[src/rtl/rf_alloc_unit.sv]
// rtl/rf_alloc_unit.sv - register-file block allocator: first-fit scan, per-warp base/size table, exit-driven free
//
// Owns the RF block bitmap shared by all hardware warps. Allocation requests
// scan the bitmap one start position per cycle and record base/size per warp.
// Exits are queued as pending bits and released one warp per FREE cycle;
// pending exits always run before a pending allocation.
// Optional feature macro: RAU_FREECNT_EN adds an incrementally maintained
// free-block counter (FreeCnt_RAU_TM) and early rejection of oversize requests.
module rf_alloc_unit #(
   parameter int NUM_WARPS  = 8,
   parameter int NUM_BLOCKS = 8,
   parameter int WID_W      = 3,
   parameter int BLK_W      = 3
) (
   input  logic             clk,
   input  logic             rst,
   input  logic             AlloEN_TM_RAU,
   input  logic [WID_W-1:0] HWWarp_TM_RAU,
   input  logic [BLK_W-1:0] Nreq_TM_RAU,
   input  logic             ExitEN_IB_RAU,
   input  logic [WID_W-1:0] ExitWarpID_IB_RAU,
   input  logic [WID_W-1:0] Query_OC_RAU,
   output logic             Available_RAU_TM,
   output logic             AlloStall_RAU_IB,
   output logic             AlloDone_RAU_TM,
   output logic             AlloFail_RAU_TM,
   output logic [BLK_W-1:0] Base_RAU_OC,
   output logic [BLK_W-1:0] Size_RAU_OC,
   output logic             QValid_RAU_OC
`ifdef RAU_FREECNT_EN
  ,output logic [BLK_W:0]   FreeCnt_RAU_TM
`endif
);

   localparam int CNT_W = BLK_W + 1;
   localparam int MW    = 2 * NUM_BLOCKS;

   typedef enum logic [1:0] {
      S_IDLE  = 2'd0,
      S_FREE  = 2'd1,
      S_ALLOC = 2'd2
   } state_t;

   state_t state_q, state_d;

   logic [NUM_BLOCKS-1:0] bitmap_q, bitmap_d;
   logic [NUM_WARPS-1:0]  valid_q, valid_d;
   logic [BLK_W-1:0]      base_q [NUM_WARPS];
   logic [BLK_W-1:0]      base_d [NUM_WARPS];
   logic [BLK_W-1:0]      size_q [NUM_WARPS];
   logic [BLK_W-1:0]      size_d [NUM_WARPS];
   logic [NUM_WARPS-1:0]  exit_pend_q, exit_pend_d;
   logic                  alloc_pend_q, alloc_pend_d;
   logic [WID_W-1:0]      req_wid_q, req_wid_d;
   logic [CNT_W-1:0]      req_n_q, req_n_d;
   logic [CNT_W-1:0]      scan_s_q, scan_s_d;
   logic                  available_q, available_d;
   logic                  stall_q, stall_d;
   logic                  done_q, done_d;
   logic                  fail_q, fail_d;

`ifdef RAU_FREECNT_EN
   logic [CNT_W-1:0]      free_cnt_q, free_cnt_d;
`endif

   logic                  alloc_acc;
   logic                  exit_any;
   logic [WID_W-1:0]      free_wid;
   logic [MW-1:0]         scan_mask;
   logic [MW-1:0]         scan_occ;
   logic [NUM_BLOCKS-1:0] free_mask;
   logic                  scan_hit;
   logic                  scan_last;
   logic                  req_busy;
   logic                  cnt_short;
   logic                  alloc_fail;
   logic                  alloc_done;

   // Decode: request acceptance, lowest pending exit, scan window test and free window
   always_comb begin
      alloc_acc = AlloEN_TM_RAU && available_q;
      exit_any  = (exit_pend_q != '0) || ExitEN_IB_RAU;

      free_wid = '0;
      for (int i = NUM_WARPS - 1; i >= 0; i--) begin
         if (exit_pend_q[i]) begin
            free_wid = WID_W'(i);
         end
      end

      // Window [s, s+n) over a map padded with used blocks past the top
      for (int i = 0; i < MW; i++) begin
         scan_mask[i] = (i >= int'(scan_s_q)) && (i < int'(scan_s_q) + int'(req_n_q));
      end
      scan_occ  = {{NUM_BLOCKS{1'b1}}, bitmap_q};
      scan_hit  = (scan_occ & scan_mask) == '0;
      scan_last = ({1'b0, scan_s_q} + {1'b0, req_n_q}) >= (CNT_W + 1)'(NUM_BLOCKS);
      req_busy  = valid_q[req_wid_q];

`ifdef RAU_FREECNT_EN
      cnt_short = req_n_q > free_cnt_q;
`else
      cnt_short = 1'b0;
`endif

      alloc_fail = (state_q == S_ALLOC) && (req_busy || cnt_short || (!scan_hit && scan_last));
      alloc_done = (state_q == S_ALLOC) && !req_busy && !cnt_short && scan_hit;

      for (int i = 0; i < NUM_BLOCKS; i++) begin
         free_mask[i] = (i >= int'(base_q[free_wid])) &&
                        (i <= int'(base_q[free_wid]) + int'(size_q[free_wid]));
      end
   end

   // Next-state: exits first, then a pending or newly accepted allocation
   always_comb begin
      state_d = state_q;
      case (state_q)
         S_IDLE: begin
            if (exit_any) begin
               state_d = S_FREE;
            end else if (alloc_pend_q || alloc_acc) begin
               state_d = S_ALLOC;
            end
         end
         S_FREE: begin
            state_d = S_IDLE;
         end
         S_ALLOC: begin
            if (alloc_done || alloc_fail) begin
               state_d = S_IDLE;
            end
         end
         default: begin
            state_d = S_IDLE;
         end
      endcase
   end

   // Datapath: request latch, pending exits, bitmap/table updates, scan position
   always_comb begin
      bitmap_d     = bitmap_q;
      valid_d      = valid_q;
      base_d       = base_q;
      size_d       = size_q;
      exit_pend_d  = exit_pend_q;
      alloc_pend_d = alloc_pend_q;
      req_wid_d    = req_wid_q;
      req_n_d      = req_n_q;
      scan_s_d     = scan_s_q;
`ifdef RAU_FREECNT_EN
      free_cnt_d   = free_cnt_q;
`endif

      if (alloc_acc) begin
         alloc_pend_d = 1'b1;
         req_wid_d    = HWWarp_TM_RAU;
         req_n_d      = {1'b0, Nreq_TM_RAU} + CNT_W'(1);
      end

      case (state_q)
         S_IDLE: begin
            scan_s_d = '0;
         end
         S_FREE: begin
            exit_pend_d[free_wid] = 1'b0;
            if (valid_q[free_wid]) begin
               bitmap_d          = bitmap_q & ~free_mask;
               valid_d[free_wid] = 1'b0;
               base_d[free_wid]  = '0;
               size_d[free_wid]  = '0;
`ifdef RAU_FREECNT_EN
               free_cnt_d = free_cnt_q + {1'b0, size_q[free_wid]} + CNT_W'(1);
`endif
            end
         end
         S_ALLOC: begin
            if (alloc_done) begin
               bitmap_d           = bitmap_q | scan_mask[NUM_BLOCKS-1:0];
               valid_d[req_wid_q] = 1'b1;
               base_d[req_wid_q]  = scan_s_q[BLK_W-1:0];
               size_d[req_wid_q]  = BLK_W'(req_n_q - CNT_W'(1));
               alloc_pend_d       = 1'b0;
`ifdef RAU_FREECNT_EN
               free_cnt_d = free_cnt_q - req_n_q;
`endif
            end else if (alloc_fail) begin
               alloc_pend_d = 1'b0;
            end else begin
               scan_s_d = scan_s_q + CNT_W'(1);
            end
         end
         default: begin
            scan_s_d = '0;
         end
      endcase

      // A new exit always lands, even for the warp being freed this cycle
      if (ExitEN_IB_RAU) begin
         exit_pend_d[ExitWarpID_IB_RAU] = 1'b1;
      end
   end

   // Outputs: handshake/stall levels follow the next state, result pulses last one cycle
   always_comb begin
      available_d = (state_d == S_IDLE) && !alloc_pend_d;
      stall_d     = (state_d != S_IDLE);
      done_d      = alloc_done;
      fail_d      = alloc_fail;
   end

   // State register
   always_ff @(posedge clk or negedge rst) begin
      if (!rst) begin
         state_q <= S_IDLE;
      end else begin
         state_q <= state_d;
      end
   end

   // Map, warp table, pending flags and registered outputs
   always_ff @(posedge clk or negedge rst) begin
      if (!rst) begin
         bitmap_q     <= '0;
         valid_q      <= '0;
         for (int i = 0; i < NUM_WARPS; i++) begin
            base_q[i] <= '0;
            size_q[i] <= '0;
         end
         exit_pend_q  <= '0;
         alloc_pend_q <= 1'b0;
         req_wid_q    <= '0;
         req_n_q      <= '0;
         scan_s_q     <= '0;
         available_q  <= 1'b1;
         stall_q      <= 1'b0;
         done_q       <= 1'b0;
         fail_q       <= 1'b0;
`ifdef RAU_FREECNT_EN
         free_cnt_q   <= CNT_W'(NUM_BLOCKS);
`endif
      end else begin
         bitmap_q     <= bitmap_d;
         valid_q      <= valid_d;
         base_q       <= base_d;
         size_q       <= size_d;
         exit_pend_q  <= exit_pend_d;
         alloc_pend_q <= alloc_pend_d;
         req_wid_q    <= req_wid_d;
         req_n_q      <= req_n_d;
         scan_s_q     <= scan_s_d;
         available_q  <= available_d;
         stall_q      <= stall_d;
         done_q       <= done_d;
         fail_q       <= fail_d;
`ifdef RAU_FREECNT_EN
         free_cnt_q   <= free_cnt_d;
`endif
      end
   end

   assign Available_RAU_TM = available_q;
   assign AlloStall_RAU_IB = stall_q;
   assign AlloDone_RAU_TM  = done_q;
   assign AlloFail_RAU_TM  = fail_q;
   assign Base_RAU_OC      = base_q[Query_OC_RAU];
   assign Size_RAU_OC      = size_q[Query_OC_RAU];
   assign QValid_RAU_OC    = valid_q[Query_OC_RAU];
`ifdef RAU_FREECNT_EN
   assign FreeCnt_RAU_TM   = free_cnt_q;
`endif

endmodule
[config.mk]
export PLATFORM = sky130hd
export DESIGN_NAME = rf_alloc_unit
export DESIGN_NICKNAME = d
export VERILOG_FILES = /design/src/rtl/rf_alloc_unit.sv
export SDC_FILE = /design/constraint.sdc
export NUM_CORES = 1
export LEC_CHECK = 0
export CORE_MARGIN = 2
export CORE_UTILIZATION = 39
export CTS_CLUSTER_DIAMETER = 40
export DETAILED_ROUTE_END_ITERATION = 10
export PLACE_DENSITY_LB_ADDON = 0.1
export SLEW_MARGIN = 20
export SYNTH_ARGS = -nofsm -noshare
export SYNTH_HDL_FRONTEND = slang
export SYNTH_SLANG_ARGS = --single-unit
[constraint.sdc]
create_clock -name clk -period 6.3 [get_ports clk]
set_input_delay 0.63 -clock clk [delete_from_list [all_inputs] [get_ports clk]]
set_output_delay 0.63 -clock clk [all_outputs]
set_load 0.02 [all_outputs]
* Word level (Yosys, flattened, before mapping)
Cells that the tools add are included.
** Storage, ports and cells
- Flip-flop bits (word level) :: 90
- Bits of input ports :: 16
- Output and inout port bits :: 11
- Word-level logic and storage cells :: 226
** Operators by class
- Add/sub/neg operators :: 6
- $lt $le $gt $ge :: 59
- Equality and inequality tests :: 6
- Mux-type cells :: 63
- Bitwise gates (word level) :: 16
- Reductions and logical operators :: 48
** Operators by type and width (count)
- $lt 5x32->1 const A :: 7
- $lt 4x32->1 const A :: 4
- $mux 24 :: 4
- $pmux 24 s2 :: 2
- $le 3x32->1 const A :: 2
- $le 4x32->1 const A :: 2
- $lt 3x32->1 const A :: 2
- $mux 3 :: 18
- $and 24x24->24 :: 2
- $bwmux 24 :: 2
- $mux 8 :: 6
- $bmux 3 s3 :: 4
- $logic_and 1x1->1 :: 33
- $le 1x32->1 const A :: 1
- $le 2x32->1 const A :: 1
- $lt 1x32->1 const A :: 1
- $lt 2x32->1 const A :: 1
- $pmux 8 s2 :: 2
- $ge 4x4->1 const A :: 7
- $and 8x8->8 :: 3
- $not 24->24 :: 1
- $or 8x8->8 :: 3
- $demux 3 s3 :: 2
- $and 16x16->16 :: 1
- other kinds (38) :: 87

* Longest topological paths before layout
- Depth in word-level cells :: 19
- Mapped depth :: 18
- Gate-level depth less buffers :: 15

* Least setup slack after synthesis
Ideal clock, no wire load.
- Path kind :: register to register
- From :: register exit_pend_q[2]
- To :: register bitmap_q[1]
- Setup time :: 0.110 ns
- Data arrival time :: 3.252 ns
- Required time :: 6.190 ns
- Setup slack :: 2.938 ns
- Stages on the path, launching flop included :: 19
- Path buffers :: 3
- Period minus slack after synthesis :: 3.362 ns
- Cell sequence :: dfrtp_1 -> buf_2 -> nor3_1 -> o21ai_0 -> clkbuf_1 -> nand2_1 -> buf_1 -> nand2_1 -> nand3_1 -> o221ai_1 -> a221oi_1 -> ha_1 -> inv_1 -> fa_1 -> xnor2_1 -> or2_2 -> o21ai_0 -> o21ai_0 -> o41ai_1
** On the way
- Cells in the longest elaborated chain, start to end :: 14
- Elaborated cells on any way between the ends :: 22
- Those cells by class :: add/sub: 1; order compare: 2; eq/ne: 1; mux: 13; bitwise: 3; reduce/logical: 2
** RTL lines
- start, declared :: RTL line 52 : logic [NUM_WARPS-1:0] exit_pend_q, exit_pend_d;
- start signal, assigned :: RTL line 247 : exit_pend_q <= exit_pend_d;
- $mux 3 (*) (3 in series) :: RTL line 86 : if (exit_pend_q[i]) begin
- $not 3->4 (not written as such) :: RTL line 110, 111
- $bmux 3 s3 (on tied branches) :: RTL line 110, 111
- $mux 3 (on tied branches) (2 in series) :: RTL line 110, 111
- $add 3x3->4 :: RTL line 111 : (i <= int'(base_q[free_wid]) + int'(size_q[free_wid]));
- $le 2x32->1 :: RTL line 111
- $logic_and 1x1->1 :: RTL line 110 : free_mask[i] = (i >= int'(base_q[free_wid])) &&
- $not 8->8 :: RTL line 168 : bitmap_d = bitmap_q & ~free_mask;
- $and 8x8->8 :: RTL line 168
- $mux 8 :: RTL line 167 : if (valid_q[free_wid]) begin
- $pmux 8 s2 :: RTL line 161 : case (state_q)
- end signal, assigned :: RTL line 243 : bitmap_q <= bitmap_d;
- end, declared :: RTL line 46 : logic [NUM_BLOCKS-1:0] bitmap_q, bitmap_d;
Every way passes the cells marked *; elsewhere a longest branch is shown, timed or not. The select of a mux whose other input is x is not followed.
A chain may end at the register's enable or synchronous reset.

* Worst setup path in the final report
Same ends and word-level chain as after synthesis.

==> impl_metrics.py <==
metrics = {
    "synth": {
        "synth_edf_count": 0,
        "yosysUniqueCellTypes": 70,
        "ys_seq_area_frac": 0.410,
        "synthCells": 555,
        "synth_top_cell_area_share": 0.405,
        "mappedNetlistArea_um2": 5500,
        "ys.flop_type": "dfrtp_1",
        "syn-num-nets": 585,
        "synth.top_cells.by_area": "dfrtp_1, mux4_2, nand2_1, o21ai_0, o2bb2ai_1",
        "synth_top_area_cell": "dfrtp_1",
        "ys_ff_latch": 90,
        "ys_async_sr_fraction": 1.00,
        "synth_warnings": 0,
        "avgSynthCellArea_um2": 9.90,
    },
    "grt": {
        "antenna_found_initial": 0,
        "grt_pass1_vias": 4637,
        "track_usage": 0.251,
        "grt_pass1_wl_um": 27800,
        "overflow": 0,
        "grt_max_degree": 47,
    },
    "drt": {
        "drtIter0Drc": 379,
        "drt-total-wl_um": 17600,
        "vias": 4653,
        "wl_per_cell_um": 23.5,
        "firstDrtPassIters": 5,
        "drc": 0,
        "viasPerCell": 6.22,
        "drtAntennaViolNets": 0,
    },
    "clocking": {
        "cts_root_buffer": "clkbuf_16",
        "clk_pin_slew_ns": 0.07,
        "cts_tree": "done",
        "clock_path_buffers": 2,
        "cts_setup_buffers": 0,
        "cts_sinks": 90,
        "clk-insertion-delay-late_ns": 0.35,
        "cts_hold_buf": 0,
        "numCtsBuffers": 9,
        "cts_resized": 0,
        "cts_max_level": 3,
    },
    "finish": {
        "final-seq-area_um2": 2250,
        "final_layout_size_suffix_gt1_frac": 0.114,
        "diodes": 0,
        "syn2layout_area_growth_pct": 12.2,
        "num-nets-final": 593,
        "multi_input_area_um2": 3020,
        "final_util": 0.446,
        "filler_cell_count": 1322,
    },
    "setup_path": {
        "reg2reg_to": "bitmap_q[1]$_DFFE_PN0P_",
        "cp-startpoint": "exit_pend_q[2]$_DFF_PN0_",
        "r2r_setup_slack_ns": 1.55,
        "crit_arrival_ns": 4.97,
        "startpoint_type": "flip-flop",
        "cp_max_fo": 16,
        "critical_path_class": "reg2reg",
        "crit_path_end": "bitmap_q[1]$_DFFE_PN0P_",
        "reg2regPathDepth": 13,
        "rr_startpoint": "exit_pend_q[2]$_DFF_PN0_",
        "required_ns": 6.52,
        "endpoint_kind": "flip-flop",
    },
    "floorplanning": {
        "die_w_um": 123,
        "die_area_um2": 15100,
        "coreArea_um2": 13800,
        "start_util": 0.398,
        "die_h_um": 123,
        "std_cell_rows": 43,
        "io-pin-count": 27,
    },
    "sta": {
        "fin_crit_sh": 0.755,
        "finalCriticalPeriod_ns": 4.75,
        "rsz0062_at_grt": "no",
        "tns_ns": 0,
        "finalSetupViolations": 0,
        "fmax_mhz": 210,
        "relSlewSlack": 0.305,
        "slew_violations": 0,
        "hold_ws_ns": 0.276,
        "finalClockSkew_ns": 0.00832,
        "hold_violations": 0,
        "tightest_slew_ns": 1.03,
    },
    "job": {
        "maxCapViolations": 0,
    },
    "placed_design": {
        "portBuffers": 26,
        "gp_congestion": 0.935,
        "place_hpwl_um": 12800,
    },
    "pwr": {
        "power_density_nw_per_um2": 370,
        "total_power_mw": 2.28,
        "p_leak_nw": 2.55,
        "ir_drop_mv": 0.149,
    },
    "status": {
        "status": "finished clean",
    },
    "min_path": {
        "worstHoldPathType": "in2async",
    },
}
sequential cells by signal (all words and copies together) (netlist names):
| register | count |
|---|---|
| alloc_pend_q | 1 |
| size_q | 24 |
| req_wid_q | 3 |
| base_q | 24 |
| Available_RAU_TM | 1 |
| bitmap_q | 8 |
| AlloFail_RAU_TM | 1 |
| AlloStall_RAU_IB | 1 |
| scan_s_q | 4 |
| valid_q | 8 |
| AlloDone_RAU_TM | 1 |
| exit_pend_q | 8 |
| state_q | 2 |
| req_n_q | 4 |
cell type report:
class,instances,area share
clock buffer,12,0.0400
clock inverter,4,0.00831
inverter,22,0.0138
multi-input combinational,410,0.490
sequential,90,0.365
tap,180,0.0365
timing repair buffer,30,0.0466
synthesized netlist by cell type (4+ instances only):
cell / number
nand2b_1: 10
a32o_1: 6
inv_1: 21
a31oi_1: 4
mux2_2: 11
buf_2: 7
mux2i_1: 11
buf_1: 5
dfrtp_1: 89
nor2b_1: 9
o32ai_1: 4
nor2_1: 25
or4_1: 4
a21oi_1: 18
o2bb2ai_1: 18
nand2_1: 70
mux4_2: 16
ha_1: 12
o211ai_1: 8
o21a_1: 4
o221ai_1: 7
or2_2: 6
a211oi_1: 12
o22ai_1: 5
clkbuf_1: 20
nand3_1: 17
a22o_1: 12
a21boi_0: 6
xnor2_1: 4
o21ai_0: 40
o31ai_1: 4
a21o_1: 4
nor3_1: 10
routing by layer:
metal | global-route usage | wire length [um]
met5 | 0 | 0
met2 | 0.387 | 8060
met1 | 0.339 | 7840
met3 | 0.0558 | 1140
met4 | 0.106 | 569
cell usage in the layout, fill, tap and decap left out, types with 3 or more instances in the layout:
master	instances
nand2b_1	10
mux2_2	11
nor3_1	10
mux2i_1	11
inv_1	21
dfrtp_1	89
o32ai_1	4
or4_1	4
clkdlybuf4s50_1	25
o21a_1	4
o211ai_1	8
a21o_1	4
o41ai_1	3
xnor2_1	4
a221oi_1	3
nand2_1	70
ha_1	12
a22o_1	12
buf_4	5
nand3_1	17
nor2b_1	8
and3_1	3
mux4_2	16
o21ai_0	40
o22ai_1	5
clkbuf_16	9
o2bb2ai_1	18
a32o_1	6
o31ai_1	4
o221ai_1	7
a31oi_1	4
o21ai_1	3
and3b_1	3
or2_2	6
or3_1	3
nor2_1	25
a21oi_1	18
a21boi_0	6
a211oi_1	12
stage by stage:
| step | area (um2) | setup WS [ns] | instances |
|---|---|---|---|
| floorplan | 5500 | 2.94 | 555 |
| global placement | 5870 | 1.89 | 732 |
| detailed placement | 5870 | 1.79 | 732 |
| CTS | 6170 | 1.75 | 748 |
| global route | 6170 | 1.30 | 748 |
| finish | 6170 | 1.55 | 748 |
logic make-up after synthesis:
logic type | count (synthesis) | synth area share
mux | 38 | 0.108
simple gates | 178 | 0.170
buf+inv | 55 | 0.0410
fa+ha+maj | 14 | 0.0346
xor+xnor | 5 | 0.00797
compound gates | 175 | 0.228
flops | 90 | 0.410
worst min-delay path by stage:
stage,startpoint,endpoint,slack [ns]
2_1_floorplan,rst,AlloDone_RAU_TM$_DFF_PN0_,0.33
3_3_place_gp,base_q[14]$_DFFE_PN0P_,base_q[14]$_DFFE_PN0P_,0.49
3_5_place_dp,bitmap_q[6]$_DFFE_PN0P_,bitmap_q[6]$_DFFE_PN0P_,0.50
4_1_cts,rst,base_q[9]$_DFFE_PN0P_,0.30
5_1_grt,rst,base_q[6]$_DFFE_PN0P_,0.32
6_report,rst,base_q[9]$_DFFE_PN0P_,0.28
worst max-delay path, stage by stage, from the launching register on:
cell and delay [ns]:
dfrtp_1 0.50, nor2b_1 0.10, o21bai_1 0.61, nand2_1 0.65, nand2_1 0.50, o221ai_1 0.20
a221oi_1 0.60, ha_1 0.36, a21o_1 0.18, a21o_1 0.20, or2_2 0.34, o21ai_0 0.17
o21ai_0 0.12, o41ai_1 0.09
power breakdown:
group	internal, mW	switching [mW]	total (mW)	leakage [nW]
Combinational	0.365	0.614	0.979	1.19
Clock	0.319	0.232	0.551	0.143
Sequential	0.636	0.118	0.753	1.22
Total	1.32	0.964	2.28	2.55
Power figures use the tool's default switching activity.
